===== config.mk =====
export PLATFORM = sky130hd
export DESIGN_NAME = pe_ws_db
export DESIGN_NICKNAME = d
export VERILOG_FILES = /design/src/rtl/pe_ws_db.sv
export SDC_FILE = /design/constraint.sdc
export NUM_CORES = 1
export LEC_CHECK = 0
export ABC_CLOCK_PERIOD_IN_PS = 8140
export BUFFER_PORTS_ARGS = -buffer_cell sky130_fd_sc_hd__buf_2
export CORE_UTILIZATION = 35
export CTS_CLUSTER_DIAMETER = 150
export DETAILED_ROUTE_END_ITERATION = 6
export SLEW_MARGIN = 20
export SYNTH_ARGS = -nofsm -noshare
export SYNTH_HDL_FRONTEND = slang
export SYNTH_SLANG_ARGS = --single-unit

===== constraint.sdc =====
create_clock -name clk -period 8.14 [get_ports clk]
set_input_delay 0.814 -clock clk [delete_from_list [all_inputs] [get_ports clk]]
set_output_delay 0.814 -clock clk [all_outputs]
set_load 0.01 [all_outputs]

===== src/rtl/pe_ws_db.sv =====
// pe_ws_db: weight-stationary systolic processing element with a double-buffered weight.
//   The next weight shifts into a shadow register while the active weight keeps computing.
//   Activations flow east, partial sums flow south, and weights shift south through the shadow chain.
// Ports:
//   clk, rst                    clock; synchronous active-high reset
//   en_i                        global stall (0 = every register holds)
//   data_i/data_valid_i         activation from the west and its qualifier
//   acc_i                       partial sum from the north
//   weight_i, wload_i, wswap_i  weight shift-chain input, shadow load, and shadow->active swap
//   clr_i                       clears the counters and the sticky overflow flag
//   data_o/data_valid_o         registered activation to the east
//   acc_o/acc_valid_o           registered partial sum to the south
//   weight_o                    shadow register (shift-chain output)
//   ovf_o                       sticky overflow flag
//   mac_cnt_o, skip_cnt_o       saturating performance counters
module pe_ws_db #(
  parameter int DATA_WIDTH   = 8,
  parameter int WEIGHT_WIDTH = 8,
  parameter int ACC_WIDTH    = 32,
  parameter bit SATURATE     = 1'b1,
  parameter int CNT_WIDTH    = 16
) (
  input  logic                    clk,
  input  logic                    rst,
  input  logic                    en_i,
  input  logic [DATA_WIDTH-1:0]   data_i,
  input  logic                    data_valid_i,
  input  logic [ACC_WIDTH-1:0]    acc_i,
  input  logic [WEIGHT_WIDTH-1:0] weight_i,
  input  logic                    wload_i,
  input  logic                    wswap_i,
  input  logic                    clr_i,
  output logic [DATA_WIDTH-1:0]   data_o,
  output logic                    data_valid_o,
  output logic [ACC_WIDTH-1:0]    acc_o,
  output logic                    acc_valid_o,
  output logic [WEIGHT_WIDTH-1:0] weight_o,
  output logic                    ovf_o,
  output logic [CNT_WIDTH-1:0]    mac_cnt_o,
  output logic [CNT_WIDTH-1:0]    skip_cnt_o
);
  localparam int PW = DATA_WIDTH + WEIGHT_WIDTH;
  localparam logic [ACC_WIDTH-1:0] ACC_MAX = {1'b0, {(ACC_WIDTH-1){1'b1}}};
  localparam logic [ACC_WIDTH-1:0] ACC_MIN = {1'b1, {(ACC_WIDTH-1){1'b0}}};
  localparam logic [CNT_WIDTH-1:0] CNT_ONE = {{(CNT_WIDTH-1){1'b0}}, 1'b1};

  logic [DATA_WIDTH-1:0]   data_q, data_d;
  logic                    dvld_q, dvld_d;
  logic [ACC_WIDTH-1:0]    acc_q, acc_d;
  logic                    accv_q, accv_d;
  logic [WEIGHT_WIDTH-1:0] shadow_q, shadow_d;
  logic                    sfull_q, sfull_d;
  logic [WEIGHT_WIDTH-1:0] wact_q, wact_d;
  logic                    ovf_q, ovf_d;
  logic [CNT_WIDTH-1:0]    mac_q, mac_d;
  logic [CNT_WIDTH-1:0]    skip_q, skip_d;

  // Both operands are sign-extended to the full product width so the PW-bit
  // product is exact without relying on context-width rules.
  logic signed [PW-1:0]    d_x, w_x, prod;
  logic signed [ACC_WIDTH:0] sum;
  logic                    zero_op, do_mac, ovf_now;

  assign d_x  = {{WEIGHT_WIDTH{data_i[DATA_WIDTH-1]}}, data_i};
  assign w_x  = {{DATA_WIDTH{wact_q[WEIGHT_WIDTH-1]}}, wact_q};
  assign prod = d_x * w_x;
  // One guard bit above ACC_WIDTH: overflow shows up as the top two bits differing.
  assign sum  = {acc_i[ACC_WIDTH-1], acc_i} + {{(ACC_WIDTH+1-PW){prod[PW-1]}}, prod};

  assign zero_op = (data_i == '0) || (wact_q == '0);
  assign do_mac  = data_valid_i && !zero_op;
  assign ovf_now = do_mac && (sum[ACC_WIDTH] != sum[ACC_WIDTH-1]);

  // Datapath next state; invalid or zero-skipped beats pass acc_i straight through.
  always_comb begin
    data_d = data_i;
    dvld_d = data_valid_i;
    accv_d = data_valid_i;
    acc_d  = acc_i;
    if (do_mac) begin
      if (ovf_now && SATURATE) acc_d = sum[ACC_WIDTH] ? ACC_MIN : ACC_MAX;
      else                     acc_d = sum[ACC_WIDTH-1:0];
    end
  end

  // Counters and sticky overflow; clear wins over a same-cycle increment.
  always_comb begin
    mac_d  = mac_q;
    skip_d = skip_q;
    ovf_d  = ovf_q;
    if (clr_i) begin
      mac_d  = '0;
      skip_d = '0;
      ovf_d  = 1'b0;
    end else begin
      if (do_mac && (mac_q != '1))                           mac_d  = mac_q + CNT_ONE;
      if (data_valid_i && zero_op && (skip_q != '1))         skip_d = skip_q + CNT_ONE;
      if (ovf_now)                                           ovf_d  = 1'b1;
    end
  end

  // Weight double buffer. A swap reads the old shadow, so load+swap in one cycle
  // moves the old shadow into w_act while weight_i refills the shadow.
  always_comb begin
    shadow_d = shadow_q;
    sfull_d  = sfull_q;
    wact_d   = wact_q;
    if (wswap_i && sfull_q) begin
      wact_d  = shadow_q;
      sfull_d = 1'b0;
    end
    if (wload_i) begin
      shadow_d = weight_i;
      sfull_d  = 1'b1;
    end
  end

  always_ff @(posedge clk) begin
    if (rst) begin
      data_q   <= '0;
      dvld_q   <= 1'b0;
      acc_q    <= '0;
      accv_q   <= 1'b0;
      shadow_q <= '0;
      sfull_q  <= 1'b0;
      wact_q   <= '0;
      ovf_q    <= 1'b0;
      mac_q    <= '0;
      skip_q   <= '0;
    end else if (en_i) begin
      data_q   <= data_d;
      dvld_q   <= dvld_d;
      acc_q    <= acc_d;
      accv_q   <= accv_d;
      shadow_q <= shadow_d;
      sfull_q  <= sfull_d;
      wact_q   <= wact_d;
      ovf_q    <= ovf_d;
      mac_q    <= mac_d;
      skip_q   <= skip_d;
    end
  end

  assign data_o       = data_q;
  assign data_valid_o = dvld_q;
  assign acc_o        = acc_q;
  assign acc_valid_o  = accv_q;
  assign weight_o     = shadow_q;
  assign ovf_o        = ovf_q;
  assign mac_cnt_o    = mac_q;
  assign skip_cnt_o   = skip_q;
endmodule


## Word level (Yosys, flattened, before mapping)

Index checks and enable logic that the tools add are counted.

| word-level totals | value |
|---|---|
| input port bits | 55 |
| word-level logic and storage cells | 47 |
| output and inout port bits | 83 |
| register bits | 91 |

| cells by class | value |
|---|---|
| multiply operators | 1 |
| $add $sub $neg | 3 |
| equal/unequal tests | 3 |
| reduce and logical (&&, ||, !) cells | 20 |
| mux-type cells | 11 |

Operators by type and width:

| kind | count |
|---|---|
| 2-to-1 mux 32 bit | 3 |
| 2-to-1 mux 16 bit | 4 |
| adder 32 x 16 -> 33 bit | 1 |
| adder 16 x 1 -> 16 bit, second input constant | 2 |
| != test 16 bit, second input constant | 2 |
| logical NOT 8 bit | 2 |
| multiplier 8 x 8 -> 16 bit | 1 |
| AND reduction 2 bit | 6 |
| nonzero test 2 bit | 4 |
| logical AND 1 bit | 6 |
| 2-to-1 mux 1 bit | 4 |
| logical NOT 1 bit | 1 |
| logical OR 1 bit | 1 |
| != test 1 bit | 1 |

## Logic depth before layout (Yosys ltp)

Gate-level depths: netlist of the first run.

| logic depth | value |
|---|---|
| depth in word-level cells | 7 |
| gate-level depth with buffers | 23 |
| gate-level depth less buffers | 21 |

## Worst setup path before layout of the first run

No wires, ideal clock.

| path | value |
|---|---|
| path type | input to register |
| start point | in data_i[7] |
| end point | reg acc_q[10], in the netlist acc_o[10] |
| arrival time | 7.201 ns |
| required time | 8.052 ns |
| slack | 0.851 ns |
| stages | 21 |
| path buffers | 2 |
| path through | clkbuf_1 -> and2_1 -> inv_1 -> fa_1 -> inv_1 -> fa_1 -> fa_1 -> fa_1 -> inv_1 -> fa_1 -> inv_1 -> ha_1 -> and4_1 -> o21a_1 -> a211o_1 -> a311oi_1 -> o311ai_1 -> mux2i_1 -> buf_4 -> nand3b_1 -> a311oi_2 |

| on the way | value |
|---|---|
| word-level cells in the longest chain between the ends | 7 |

Ends and longest elaborated chain:

| element | RTL line | text |
|---|---|---|
| start: declaration | 26 | `input logic [DATA_WIDTH-1:0] data_i,` |
| parallel branches: the longest is 6 deep, another holds adder 32 x 16 -> 33 bit | n/a |  |
| 2-to-1 mux 32 bit (*) | 80 | `if (do_mac) begin` |
| end signal: assignment | 122 | `acc_q <= '0;` |
| end signal: assignment | 133 | `acc_q <= acc_d;` |
| end: declaration | 49 | `logic [ACC_WIDTH-1:0] acc_q, acc_d;` |

Mark *: on every way between the ends.
A chain may end at the register's enable or synchronous reset.

## Final worst setup path of the first run

| path | value |
|---|---|
| start point | reg wact_q[2] |
| end point | reg acc_q[29], in the netlist acc_o[29] |

| on the way | value |
|---|---|
| word-level cells in the longest chain between the ends | 7 |

Ends and longest elaborated chain:

| element | RTL line | text |
|---|---|---|
| start: declaration | 53 | `logic [WEIGHT_WIDTH-1:0] wact_q, wact_d;` |
| start signal: assignment | 137 | `wact_q <= wact_d;` |
| parallel branches: the longest is 6 deep, another holds adder 32 x 16 -> 33 bit | n/a |  |
| 2-to-1 mux 32 bit (*) | 80 |  |

Marked as above.

==> metrics.md, run 1 <==
| Metric | Value |
|---|---|
| Mapped Area | `0.009706 mm^2` |
| Clock slew at reported path FFs | `0.08 ns` |
| CP top delay family | `adder cells` |
| Final Cell Area | `0.01109 mm^2` |
| Most common cell in the netlist | `nand2_1` |
| WL/cell | `16.23 um` |
| Number of port buffers | `137` |
| Setup Fix Bufs, Post-CTS | `0` |
| Final wirelength | `25310 um` |
| CP required | `8.42 ns` |
| Top cell type by total area after synthesis | `fa_1` |
| Htree depth | `3` |
| Leak pwr | `5.245 nW` |
| Residual DRC count | `0` |
| Setup violations, final | `0` |
| Hold Crit Class | `register to register` |
| RSZ-0062 raised after global routing | `no` |
| Post-Syn Instances | `1070` |
| Initial Util | `0.3581` |
| Io pins | `138` |
| Die Y | `168.5 um` |
| Seq/Total Area, Yosys | `0.1877` |
| Hold slack | `0.4735 ns` |
| Comb pwr share | `0.207` |
| Fin crit period | `7.076 ns` |
| CTS Hold Buffers Added | `0` |
| Top cells by area, synth | `fa_1 29%, dfxtp_1 19%, ha_1 9.5%, nand2_1 5.6%, inv_1 4.4%` |
| Worst Path Arrival | `7.35 ns` |
| Startpoint type of the worst setup path | `register` |
| Worst Path Class, Setup | `register to register` |
| Post-synthesis area per instance | `9.071 um^2` |
| Worst Tran Pin Value | `0.8823 ns` |
| Post-DRT Antenna Nets | `0` |
| Prevailing post-synth register cell | `dfxtp_1` |
| Congestion Overflow GR | `0` |
| Number of diodes | `0` |
| CTS root buf | `clkbuf_16` |
| Slowest-stage cell, CP | `fa_1` |
| Die area | `0.02840 mm^2` |
| 1st-iter DRT viols | `592` |
| Worst skew pair latency | `0.37 ns` |
| Final period utilization | `0.8693` |
| DR vias/cell | `5.021` |
| Routed via count | `7828` |
| Crit-path cells | `nand2_1, fa_1, fa_1, inv_1, fa_1, fa_1, ha_1, ha_1, a211oi_1, o21ai_0, a221oi_1, o211ai_1, a31oi_1, xor2_1, mux2i_2, buf_4, nand3_1, a311oi_2` |
| Gpl congestion | `0.8669` |
| Initial antenna violation count | `0` |
| Final count of hold timing violations | `0` |
| All-layer global routing usage | `0.1857` |
| Reg2reg setup slack | `1.06 ns` |
| Largest net degree at the start of global routing | `64` |
| Setup TNS | `0 ns` |
| RR Endpoint | `acc_o[29]$_SDFFE_PP0P_` |
| Core Box Area | `0.02710 mm^2` |
| Net Count, Synth | `1339` |
| CTS tree | `built` |
| Cell mode on critical path | `fa_1` |
| Power share of the sequential group | `0.405` |
| Power Dens Cells | `105.1 mW/mm^2` |
| Global-route wire length before repair | `41540 um` |
| Worst VDD drop | `0.09409 mV` |
| Crit-path max cell delay | `0.67 ns` |
| Ratio of cells with drive above 1 in the final layout | `0.1651` |
| Max-slew violations | `0` |
| Worst Reg2Reg Path Length in Cells | `18` |
| Clock network power share | `0.388` |
| Rows | `60` |
| Final HPWL DP | `20100 um` |
| Max clock buf depth | `2` |
| Total power | `0.001165 W` |
| 1st-pass router iterations | `5` |
| Async set-reset flop share out of synthesis | `0` |
| Vias in the first global route | `7832` |
| Synth Register Bits | `91` |
| CP bufs+invs | `2` |
| Max capacitance violation total | `0` |
| Num CTS Buffers | `9` |
| Setup Skew | `0.01429 ns` |
| WHS Path Cells | `2` |
| DP Area | `0.01077 mm^2` |
| FMAX | `141.3 MHz` |
| Slew headroom | `0.4118` |
| CP max FO | `15` |
| Status | `complete, no violations` |
| Worst Setup End Kind | `register` |
| Switch share | `0.3318` |
| Pint | `0.0007782 W` |
| HP Start | `sfull_q$_SDFFE_PP0P_` |
| Total Nets Final | `1451` |
| WP depth | `18` |
| Post-cts sizing count | `0` |
| Synth top area share | `0.2888` |
| Layout area overhead | `14.22%` |
| Clk sinks | `91` |
| Hold worst-path end | `sfull_q$_SDFFE_PP0P_` |
| Switch Pwr | `0.0003865 W` |
| Post-synth EDFFs | `0` |
| FF-to-FF Start | `wact_q[2]$_SDFFE_PP0P_` |
| Die X-Extent | `168.5 um` |
| Finished Core Util | `0.4090` |
| Ys Warns | `0` |
| Yosys cell types | `58` |
| List of most frequent post-synthesis cells | `144 x nand2_1, 140 x fa_1, 113 x inv_1, 93 x nor2_1, 91 x dfxtp_1` |
[worst min-delay path: stages (launching register included)]
cell     delay (ns)
dfxtp_1        0.32
nand2_1        0.05
a21oi_1        0.05
[power groups by stage]
stage | registers, W | logic (W) | clock network (W)
3_5_place_dp | 0.000482 | 0.000242 | 0
2_1_floorplan | 0.000488 | 0.000155 | 0
5_1_grt | 0.000474 | 0.000271 | 0.000478
4_1_cts | 0.000471 | 0.000244 | 0.000462
6_report | 0.000472 | 0.000242 | 0.000451
3_3_place_gp | 0.000482 | 0.000240 | 0
[routing by layer]
metal / global-route usage / routed length, um
met5: 0 / 0
met4: 0.05020 / 482
met3: 0.01894 / 1035
met2: 0.3083 / 11810
met1: 0.2575 / 11980
[placed cells by master, fill, tap and decap left out, types with 4 or more instances in the layout]
cell type / netlist / routed
a21o_1: 6 / 6
a211oi_1: 7 / 7
o211ai_1: 4 / 4
clkbuf_16: 0 / 9
o21a_1: 9 / 9
nor3_1: 14 / 14
a21oi_1: 57 / 57
nor2_1: 93 / 93
mux2i_1: 11 / 10
xor2_1: 13 / 13
nand3_1: 23 / 23
nor4_1: 6 / 6
a311oi_1: 10 / 10
ha_1: 74 / 74
a31oi_1: 5 / 5
and2_1: 39 / 38
nand2_1: 144 / 144
o21ai_0: 24 / 24
buf_4: 4 / 14
fa_1: 140 / 140
buf_2: 3 / 137
and4_1: 8 / 8
inv_1: 113 / 113
nand4_1: 9 / 9
dfxtp_1: 91 / 91
or3_1: 13 / 13
and3_1: 8 / 8
xnor2_1: 33 / 33
a311oi_2: 22 / 22
[area by class of cell]
cell class	count	area [um^2]
fill	2716	16020
multi-input combinational	814	7246
sequential	91	1822
timing repair buffer	152	810.8
tap	372	465.4
inverter	114	427.9
clock buffer	9	225.2
clock inverter	7	88.84
[metrics by stage]
| stage | worst slack [ns] | instances |
|---|---|---|
| after global routing | 0.5569 | 1559 |
| after CTS | 1.045 | 1559 |
| after global placement | 0.9032 | 1543 |
| final | 1.064 | 1559 |
| after floorplan | 0.8508 | 1070 |
| after detailed placement | 0.7395 | 1543 |
[sequential cells by signal, indices dropped and copies added (netlist names)]
| name | cells |
|---|---|
| sfull_q | 1 |
| weight_o | 8 |
| wact_q | 8 |
| acc_o | 32 |
| mac_cnt_o | 16 |
| skip_cnt_o | 16 |
| acc_valid_o | 1 |
| data_o | 8 |
| ovf_o | 1 |
[worst max-delay path by stage]
stage / end / slack, ns / from
2_1_floorplan: acc_o[10]$_SDFFE_PP0P_ / 0.85 / data_i[7]
4_1_cts: acc_o[29]$_SDFFE_PP0P_ / 1.05 / wact_q[2]$_SDFFE_PP0P_
3_5_place_dp: acc_o[29]$_SDFFE_PP0P_ / 0.74 / data_i[7]
5_1_grt: acc_o[29]$_SDFFE_PP0P_ / 0.56 / wact_q[2]$_SDFFE_PP0P_
3_3_place_gp: acc_o[10]$_SDFFE_PP0P_ / 0.90 / data_i[7]
6_report: acc_o[29]$_SDFFE_PP0P_ / 1.06 / wact_q[2]$_SDFFE_PP0P_
[kinds of logic (layout without fill, tap and decap cells)]
| group | Yosys count | after routing | synth area share |
|---|---|---|---|
| compound gates | 168 | 168 | 0.1296 |
| simple gates | 375 | 375 | 0.1792 |
| fa+ha+maj | 214 | 214 | 0.3842 |
| mux | 11 | 11 | 0.01135 |
| xor+xnor | 46 | 46 | 0.04151 |
| flops | 91 | 91 | 0.1877 |
| buf+inv | 165 | 282 | 0.06652 |
Note: power is estimated with default switching activity, not from simulation.
==> run 2, diff against run 1 <==
--- a/config.mk
+++ b/config.mk
@@ -9,7 +9,9 @@
 export BUFFER_PORTS_ARGS = -buffer_cell sky130_fd_sc_hd__buf_2
 export CORE_UTILIZATION = 35
 export CTS_CLUSTER_DIAMETER = 150
+export CTS_CLUSTER_SIZE = 8
 export DETAILED_ROUTE_END_ITERATION = 6
+export PLACE_DENSITY_LB_ADDON = 0.25
 export SLEW_MARGIN = 20
 export SYNTH_ARGS = -nofsm -noshare
 export SYNTH_HDL_FRONTEND = slang
==> metrics.md, run 2 (synthesized netlist as in run 1, its figures left out) <==
| Metric | Value |
|---|---|
| Worst Tran Pin Value | `0.8916 ns (was 0.8823 ns)` |
| Max-slew violations | `0 (unchanged)` |
| Highest-count cells in the layout ignoring fill and taps | `144 x nand2_1, 140 x fa_1, 137 x buf_2, 113 x inv_1, 93 x nor2_1 (unchanged)` |
| Gpl congestion | `0.8761 (was 0.8669)` |
| CP max FO | `15 (unchanged)` |
| Hold slack | `0.4725 ns (was 0.4735 ns)` |
| Fin crit period | `6.952 ns (was 7.076 ns)` |
| Setup Skew | `0.01618 ns (was 0.01429 ns)` |
| Final wirelength | `25700 um (was 25310 um)` |
| Clk sinks | `91 (unchanged)` |
| Die area | `0.02840 mm^2 (unchanged)` |
| FF-to-FF Start | `wact_q[2]$_SDFFE_PP0P_ (unchanged)` |
| Slew headroom | `0.4056 (was 0.4118)` |
| Top Metal Used | `met4 (unchanged)` |
| Layout area overhead | `14.17% (was 14.22%)` |
| CTS tree | `built (unchanged)` |
| Final period utilization | `0.8540 (was 0.8693)` |
| Max capacitance violation total | `0 (unchanged)` |
| Leak pwr | `5.245 nW (about the same)` |
| Fin cells | `1559 (unchanged)` |
| Clock slew at reported path FFs | `0.08 ns (about the same)` |
| 1st-iter DRT viols | `417 (was 592)` |
| CTS Hold Buffers Added | `0 (unchanged)` |
| Number of diodes | `0 (unchanged)` |
| Commonest non-fill, non-tap cell in the layout | `nand2_1 (unchanged)` |
| HP Start | `ovf_o$_SDFFE_PP0P_ (was sfull_q$_SDFFE_PP0P_)` |
| Finished Core Util | `0.4089 (was 0.4090)` |
| Final WS setup | `1.188 ns (was 1.064 ns)` |
| Post-DRT Antenna Nets | `0 (unchanged)` |
| Initial antenna violation count | `0 (unchanged)` |
| Place WS | `0.8827 ns (was 0.7395 ns)` |
| Setup violations, final | `0 (unchanged)` |
| Worst skew pair latency | `0.36 ns (was 0.37 ns)` |
| Number of port buffers | `137 (unchanged)` |
| Ratio of cells with drive above 1 in the final layout | `0.1643 (was 0.1651)` |
| Initial Util | `0.3581 (unchanged)` |
| CTS root buf | `clkbuf_16 (unchanged)` |
| Worst Path Class, Setup | `register to register (unchanged)` |
| Max clock buf depth | `2 (unchanged)` |
| 1st-pass router iterations | `5 (unchanged)` |
| Startpoint type of the worst setup path | `register (unchanged)` |
| Final HPWL DP | `20280 um (was 20100 um)` |
| Setup Fix Bufs, Post-CTS | `0 (unchanged)` |
| Die Y | `168.5 um (unchanged)` |
| RSZ-0062 raised after global routing | `no (unchanged)` |
| Setup TNS | `0 ns (unchanged)` |
| Worst VDD drop | `0.08707 mV (was 0.09409 mV)` |
| CP required | `8.41 ns (was 8.42 ns)` |
| WHS Path Cells | `2 (unchanged)` |
| Vias in the first global route | `7631 (was 7832)` |
| Reg2reg setup slack | `1.19 ns (was 1.06 ns)` |
| Largest net degree at the start of global routing | `64 (unchanged)` |
| Fillcell total | `2715 (was 2716)` |
| Power Dens Cells | `105.7 mW/mm^2 (was 105.1 mW/mm^2)` |
| Worst Path Arrival | `7.22 ns (was 7.35 ns)` |
| Routed via count | `7796 (was 7828)` |
| RR Endpoint | `acc_o[29]$_SDFFE_PP0P_ (unchanged)` |
| FMAX | `143.9 MHz (was 141.3 MHz)` |
| Congestion Overflow GR | `0 (unchanged)` |
| Worst Reg2Reg Path Length in Cells | `18 (unchanged)` |
| Hold worst-path end | `ovf_o$_SDFFE_PP0P_ (was sfull_q$_SDFFE_PP0P_)` |
| Worst Setup End Kind | `register (unchanged)` |
| Num CTS Buffers | `9 (unchanged)` |
| Residual DRC count | `0 (unchanged)` |
| Total Nets Final | `1451 (unchanged)` |
| Status | `complete, no violations (unchanged)` |
| WL/cell | `16.49 um (was 16.23 um)` |
| Global-route wire length before repair | `41830 um (was 41540 um)` |
| WL met3 | `937 um (was 1035 um)` |
| Hold Crit Class | `register to register (unchanged)` |
| Max FFs per register | `32 (unchanged)` |
| DR vias/cell | `5.001 (was 5.021)` |
| Post-cts sizing count | `0 (unchanged)` |
| Final count of hold timing violations | `0 (unchanged)` |
| Rows | `60 (unchanged)` |
| WL met2 | `12330 um (was 11810 um)` |
| Io pins | `138 (unchanged)` |
| Core Box Area | `0.02710 mm^2 (unchanged)` |
| Htree depth | `3 (unchanged)` |
| Die X-Extent | `168.5 um (unchanged)` |
| Met1 wire length | `12200 um (was 11980 um)` |
| All-layer global routing usage | `0.1883 (was 0.1857)` |
| Placed cell count | `1543 (unchanged)` |
run 2: cell count changes in the layout (fill, tap and decap cells not counted):
cell      delta
nand2b_2     -1
inv_6        -1
inv_8        +2
inv_12       +1
clkinv_8     -2
nand2b_1     +1
run 2: layer usage:
metal  track usage  vias up
met1        0.2597     3811
met3       0.02361       18
li1              -     3798
met4       0.03834        0
met2        0.3170      169
met5             0        -
run 2: area by class of cell:
cell class | count | area, um^2 | area share
repair buffers | 152 | 810.8 | 0.07317
well taps | 372 | 465.4 | 0.04201
flip-flops and latches | 91 | 1822 | 0.1644
clock inverters | 7 | 86.33 | 0.007791
inverters | 114 | 427.9 | 0.03862
clock buffers | 9 | 225.2 | 0.02033
multi-input cells | 814 | 7243 | 0.6537
run 2: critical path: stages (launching register included):
cell and delay (ns):
dfxtp_1 0.60, nand2_1 0.25, fa_1 0.75, fa_1 0.55, inv_1 0.41, fa_1 0.53, fa_1 0.49, ha_1 0.30
ha_1 0.41, a211oi_1 0.27, o21ai_0 0.12, a221oi_1 0.33, o211ai_1 0.23, a31oi_1 0.24, xor2_1 0.44, mux2i_2 0.29
buf_4 0.26, nand3_1 0.13, a311oi_2 0.25
run 2: metrics by stage:
step | area (um^2) | power (W)
floorplan | 9706 | 0.0006430
global placement | 10770 | 0.0007241
detailed placement | 10770 | 0.0007255
CTS | 11080 | 0.001194
global route | 11080 | 0.001239
finish | 11080 | 0.001171
run 2: worst max path at each step:
stage | end | from | cells past startpoint
global route | acc_o[22]$_SDFFE_PP0P_ | wact_q[2]$_SDFFE_PP0P_ | 19
detailed placement | acc_o[22]$_SDFFE_PP0P_ | data_i[7] | 19
finish | acc_o[29]$_SDFFE_PP0P_ | wact_q[2]$_SDFFE_PP0P_ | 18
CTS | acc_o[29]$_SDFFE_PP0P_ | wact_q[2]$_SDFFE_PP0P_ | 18
global placement | acc_o[10]$_SDFFE_PP0P_ | data_i[7] | 19
floorplan | acc_o[10]$_SDFFE_PP0P_ | data_i[7] | 21
run 2: power breakdown:
part           switching (W)  internal (W)  total [W]
combinational       0.000147     0.0000946   0.000242
clock               0.000233      0.000225   0.000458
sequential         0.0000106      0.000461   0.000472
total               0.000391      0.000781    0.00117
==> run 3, diff against run 2 <==
--- a/config.mk
+++ b/config.mk
@@ -5,12 +5,13 @@
 export SDC_FILE = /design/constraint.sdc
 export NUM_CORES = 1
 export LEC_CHECK = 0
-export ABC_CLOCK_PERIOD_IN_PS = 8140
+export ABC_CLOCK_PERIOD_IN_PS = 8100
 export BUFFER_PORTS_ARGS = -buffer_cell sky130_fd_sc_hd__buf_2
 export CORE_UTILIZATION = 35
 export CTS_CLUSTER_DIAMETER = 150
 export CTS_CLUSTER_SIZE = 8
 export DETAILED_ROUTE_END_ITERATION = 6
+export GPL_ROUTABILITY_DRIVEN = 0
 export PLACE_DENSITY_LB_ADDON = 0.25
 export SLEW_MARGIN = 20
 export SYNTH_ARGS = -nofsm -noshare
==> constraint.sdc (replaced) <==
create_clock -name clk -period 8.1 [get_ports clk]
set_input_delay 0.81 -clock clk [delete_from_list [all_inputs] [get_ports clk]]
set_output_delay 0.81 -clock clk [all_outputs]
set_load 0.01 [all_outputs]
==> metrics.md, run 3 (synthesized netlist as in run 1, its figures left out) <==
| Metric | Value |
|---|---|
| Commonest non-fill, non-tap cell in the layout | `nand2_1 (unchanged)` |
| CP bufs+invs | `2 (unchanged)` |
| Htree depth | `3 (unchanged)` |
| Final HPWL DP | `20540 um (was 20280 um)` |
| Slew headroom | `0.4255 (was 0.4056)` |
| Die X-Extent | `168.5 um (unchanged)` |
| All-layer global routing usage | `0.1927 (was 0.1883)` |
| Max FFs per register | `32 (unchanged)` |
| 1st-pass router iterations | `7 (was 5)` |
| Die Y | `168.5 um (unchanged)` |
| Setup Skew | `0.01165 ns (was 0.01618 ns)` |
| Io pins | `138 (unchanged)` |
| Largest net degree at the start of global routing | `64 (unchanged)` |
| Initial Util | `0.3581 (unchanged)` |
| RSZ-0062 raised after global routing | `no (unchanged)` |
| Max-slew violations | `0 (unchanged)` |
| Fin crit period | `7.179 ns (was 6.952 ns)` |
| Setup Fix Bufs, Post-CTS | `0 (unchanged)` |
| CTS Hold Buffers Added | `0 (unchanged)` |
| CP top delay family | `adder cells (unchanged)` |
| Core Box Area | `0.02710 mm^2 (unchanged)` |
| Die area | `0.02840 mm^2 (unchanged)` |
| Finished Core Util | `0.4084 (was 0.4089)` |
| Slowest-stage cell, CP | `fa_1 (unchanged)` |
| Worst Path Class, Setup | `register to register (unchanged)` |
| Worst skew pair latency | `0.36 ns (about the same)` |
| 1st-iter DRT viols | `394 (was 417)` |
| Vias in the first global route | `7959 (was 7631)` |
| Initial antenna violation count | `0 (unchanged)` |
| Fin cells | `1557 (was 1559)` |
| Post-DRT Antenna Nets | `0 (unchanged)` |
| Global-route wire length before repair | `42750 um (was 41830 um)` |
| Ratio of cells with drive above 1 in the final layout | `0.1637 (was 0.1643)` |
| Clk sinks | `91 (unchanged)` |
| FMAX | `139.3 MHz (was 143.9 MHz)` |
| Total Nets Final | `1449 (was 1451)` |
| Residual DRC count | `0 (unchanged)` |
| Cell mode on critical path | `fa_1 (unchanged)` |
| Max clock buf depth | `2 (unchanged)` |
| Layout area overhead | `14.04% (was 14.17%)` |
| Crit-path max cell delay | `0.76 ns (was 0.75 ns)` |
| Highest-count cells in the layout ignoring fill and taps | `144 x nand2_1, 140 x fa_1, 137 x buf_2, 113 x inv_1, 93 x nor2_1 (unchanged)` |
| CP max FO | `15 (unchanged)` |
| Leak pwr | `5.233 nW (was 5.245 nW)` |
| Setup TNS | `0 ns (unchanged)` |
| Worst Tran Pin Value | `0.8618 ns (was 0.8916 ns)` |
| Routed via count | `7887 (was 7796)` |
| Worst Path Arrival | `7.45 ns (was 7.22 ns)` |
| Worst VDD drop | `0.09698 mV (was 0.08707 mV)` |
| Final wirelength | `26110 um (was 25700 um)` |
| Placed cell count | `1541 (was 1543)` |
| Congestion Overflow GR | `0 (unchanged)` |
| Setup violations, final | `0 (unchanged)` |
| Status | `complete, no violations (unchanged)` |
| Final period utilization | `0.8863 (was 0.8540)` |
| WL/cell | `16.77 um (was 16.49 um)` |
| Hold Crit Class | `register to register (unchanged)` |
| Num CTS Buffers | `9 (unchanged)` |
| Power Dens Cells | `106.3 mW/mm^2 (was 105.7 mW/mm^2)` |
| Clock slew at reported path FFs | `0.08 ns (about the same)` |
| Final count of hold timing violations | `0 (unchanged)` |
| CTS root buf | `clkbuf_16 (unchanged)` |
| Worst Setup End Kind | `register (unchanged)` |
| Number of diodes | `0 (unchanged)` |
| Post-cts sizing count | `0 (unchanged)` |
| DR vias/cell | `5.066 (was 5.001)` |
| CTS tree | `built (unchanged)` |
| Startpoint type of the worst setup path | `register (unchanged)` |
| Fillcell total | `2758 (was 2715)` |
| Rows | `60 (unchanged)` |
| Number of port buffers | `137 (unchanged)` |
| CP required | `8.38 ns (was 8.41 ns)` |
| Max capacitance violation total | `0 (unchanged)` |
| Hold slack | `0.4775 ns (was 0.4725 ns)` |
| Crit-path cells | `nand2_1, fa_1, fa_1, inv_1, fa_1, fa_1, ha_1, ha_1, a211oi_1, o21ai_0, a221oi_1, o211ai_1, a31oi_1, xor2_1, mux2i_2, buf_4, nand3b_1, a311oi_2 (was nand2_1, fa_1, fa_1, inv_1, fa_1, fa_1, ha_1, ha_1, a211oi_1, o21ai_0, a221oi_1, o211ai_1, a31oi_1, xor2_1, mux2i_2, buf_4, nand3_1, a311oi_2)` |
[run 3: cell count changes in the layout (fill, tap and decap cells not counted), sizes merged]
cell / change
buf: -2
clkinv: +1
inv: -1
[run 3: layout make-up]
class | instances | area (um^2) | share of cell area
clock inverters | 7 | 86.33 | 0.007800
repair buffers | 150 | 795.8 | 0.07190
clock buffers | 9 | 225.2 | 0.02035
multi-input cells | 814 | 7246 | 0.6546
inverters | 114 | 427.9 | 0.03866
well taps | 372 | 465.4 | 0.04205
flip-flops and latches | 91 | 1822 | 0.1646
[run 3: metal layers]
layer  up-vias  track usage  share of wire
li1       3774            -              -
met3        26      0.02946          0.045
met4         0      0.04783          0.016
met2       206       0.3329           0.49
met5         -            0              0
met1      3881       0.2523           0.45
[run 3: report_power, final]
part	switching [W]	leakage, nW	internal, W
Sequential	0.0000105	0.744	0.000464
Clock	0.000235	0.152	0.000224
Combinational	0.000149	4.34	0.0000950
[run 3: final timing paths]
check	from	endpoint	slack, ns	cells past startpoint
setup / recovery	wact_q[2]$_SDFFE_PP0P_	acc_o[10]$_SDFFE_PP0P_	0.92	18
hold / removal	ovf_o$_SDFFE_PP0P_	ovf_o$_SDFFE_PP0P_	0.48	2
setup reg to reg	wact_q[2]$_SDFFE_PP0P_	acc_o[10]$_SDFFE_PP0P_	0.92	18
hold reg to reg	ovf_o$_SDFFE_PP0P_	ovf_o$_SDFFE_PP0P_	0.48	2
[run 3: stage by stage]
stage,worst slack [ns],instance area [um^2],total power [W]
finish,0.9206,11070,0.001177
global route,0.3616,11070,0.001241
floorplan,0.8148,9706,0.0006462
detailed placement,0.6409,10760,0.0007305
CTS,0.9307,11070,0.001197
global placement,0.7972,10750,0.0007283
[run 3: worst reg2reg max path: cells and delay by family, from the launching register on]
kind	cells	cell delay [ns]
compound gates	6	1.40
flops	1	0.62
simple gates	2	0.38
buf+inv	2	0.84
xor+xnor	1	0.44
fa+ha+maj	6	3.12
mux	1	0.29
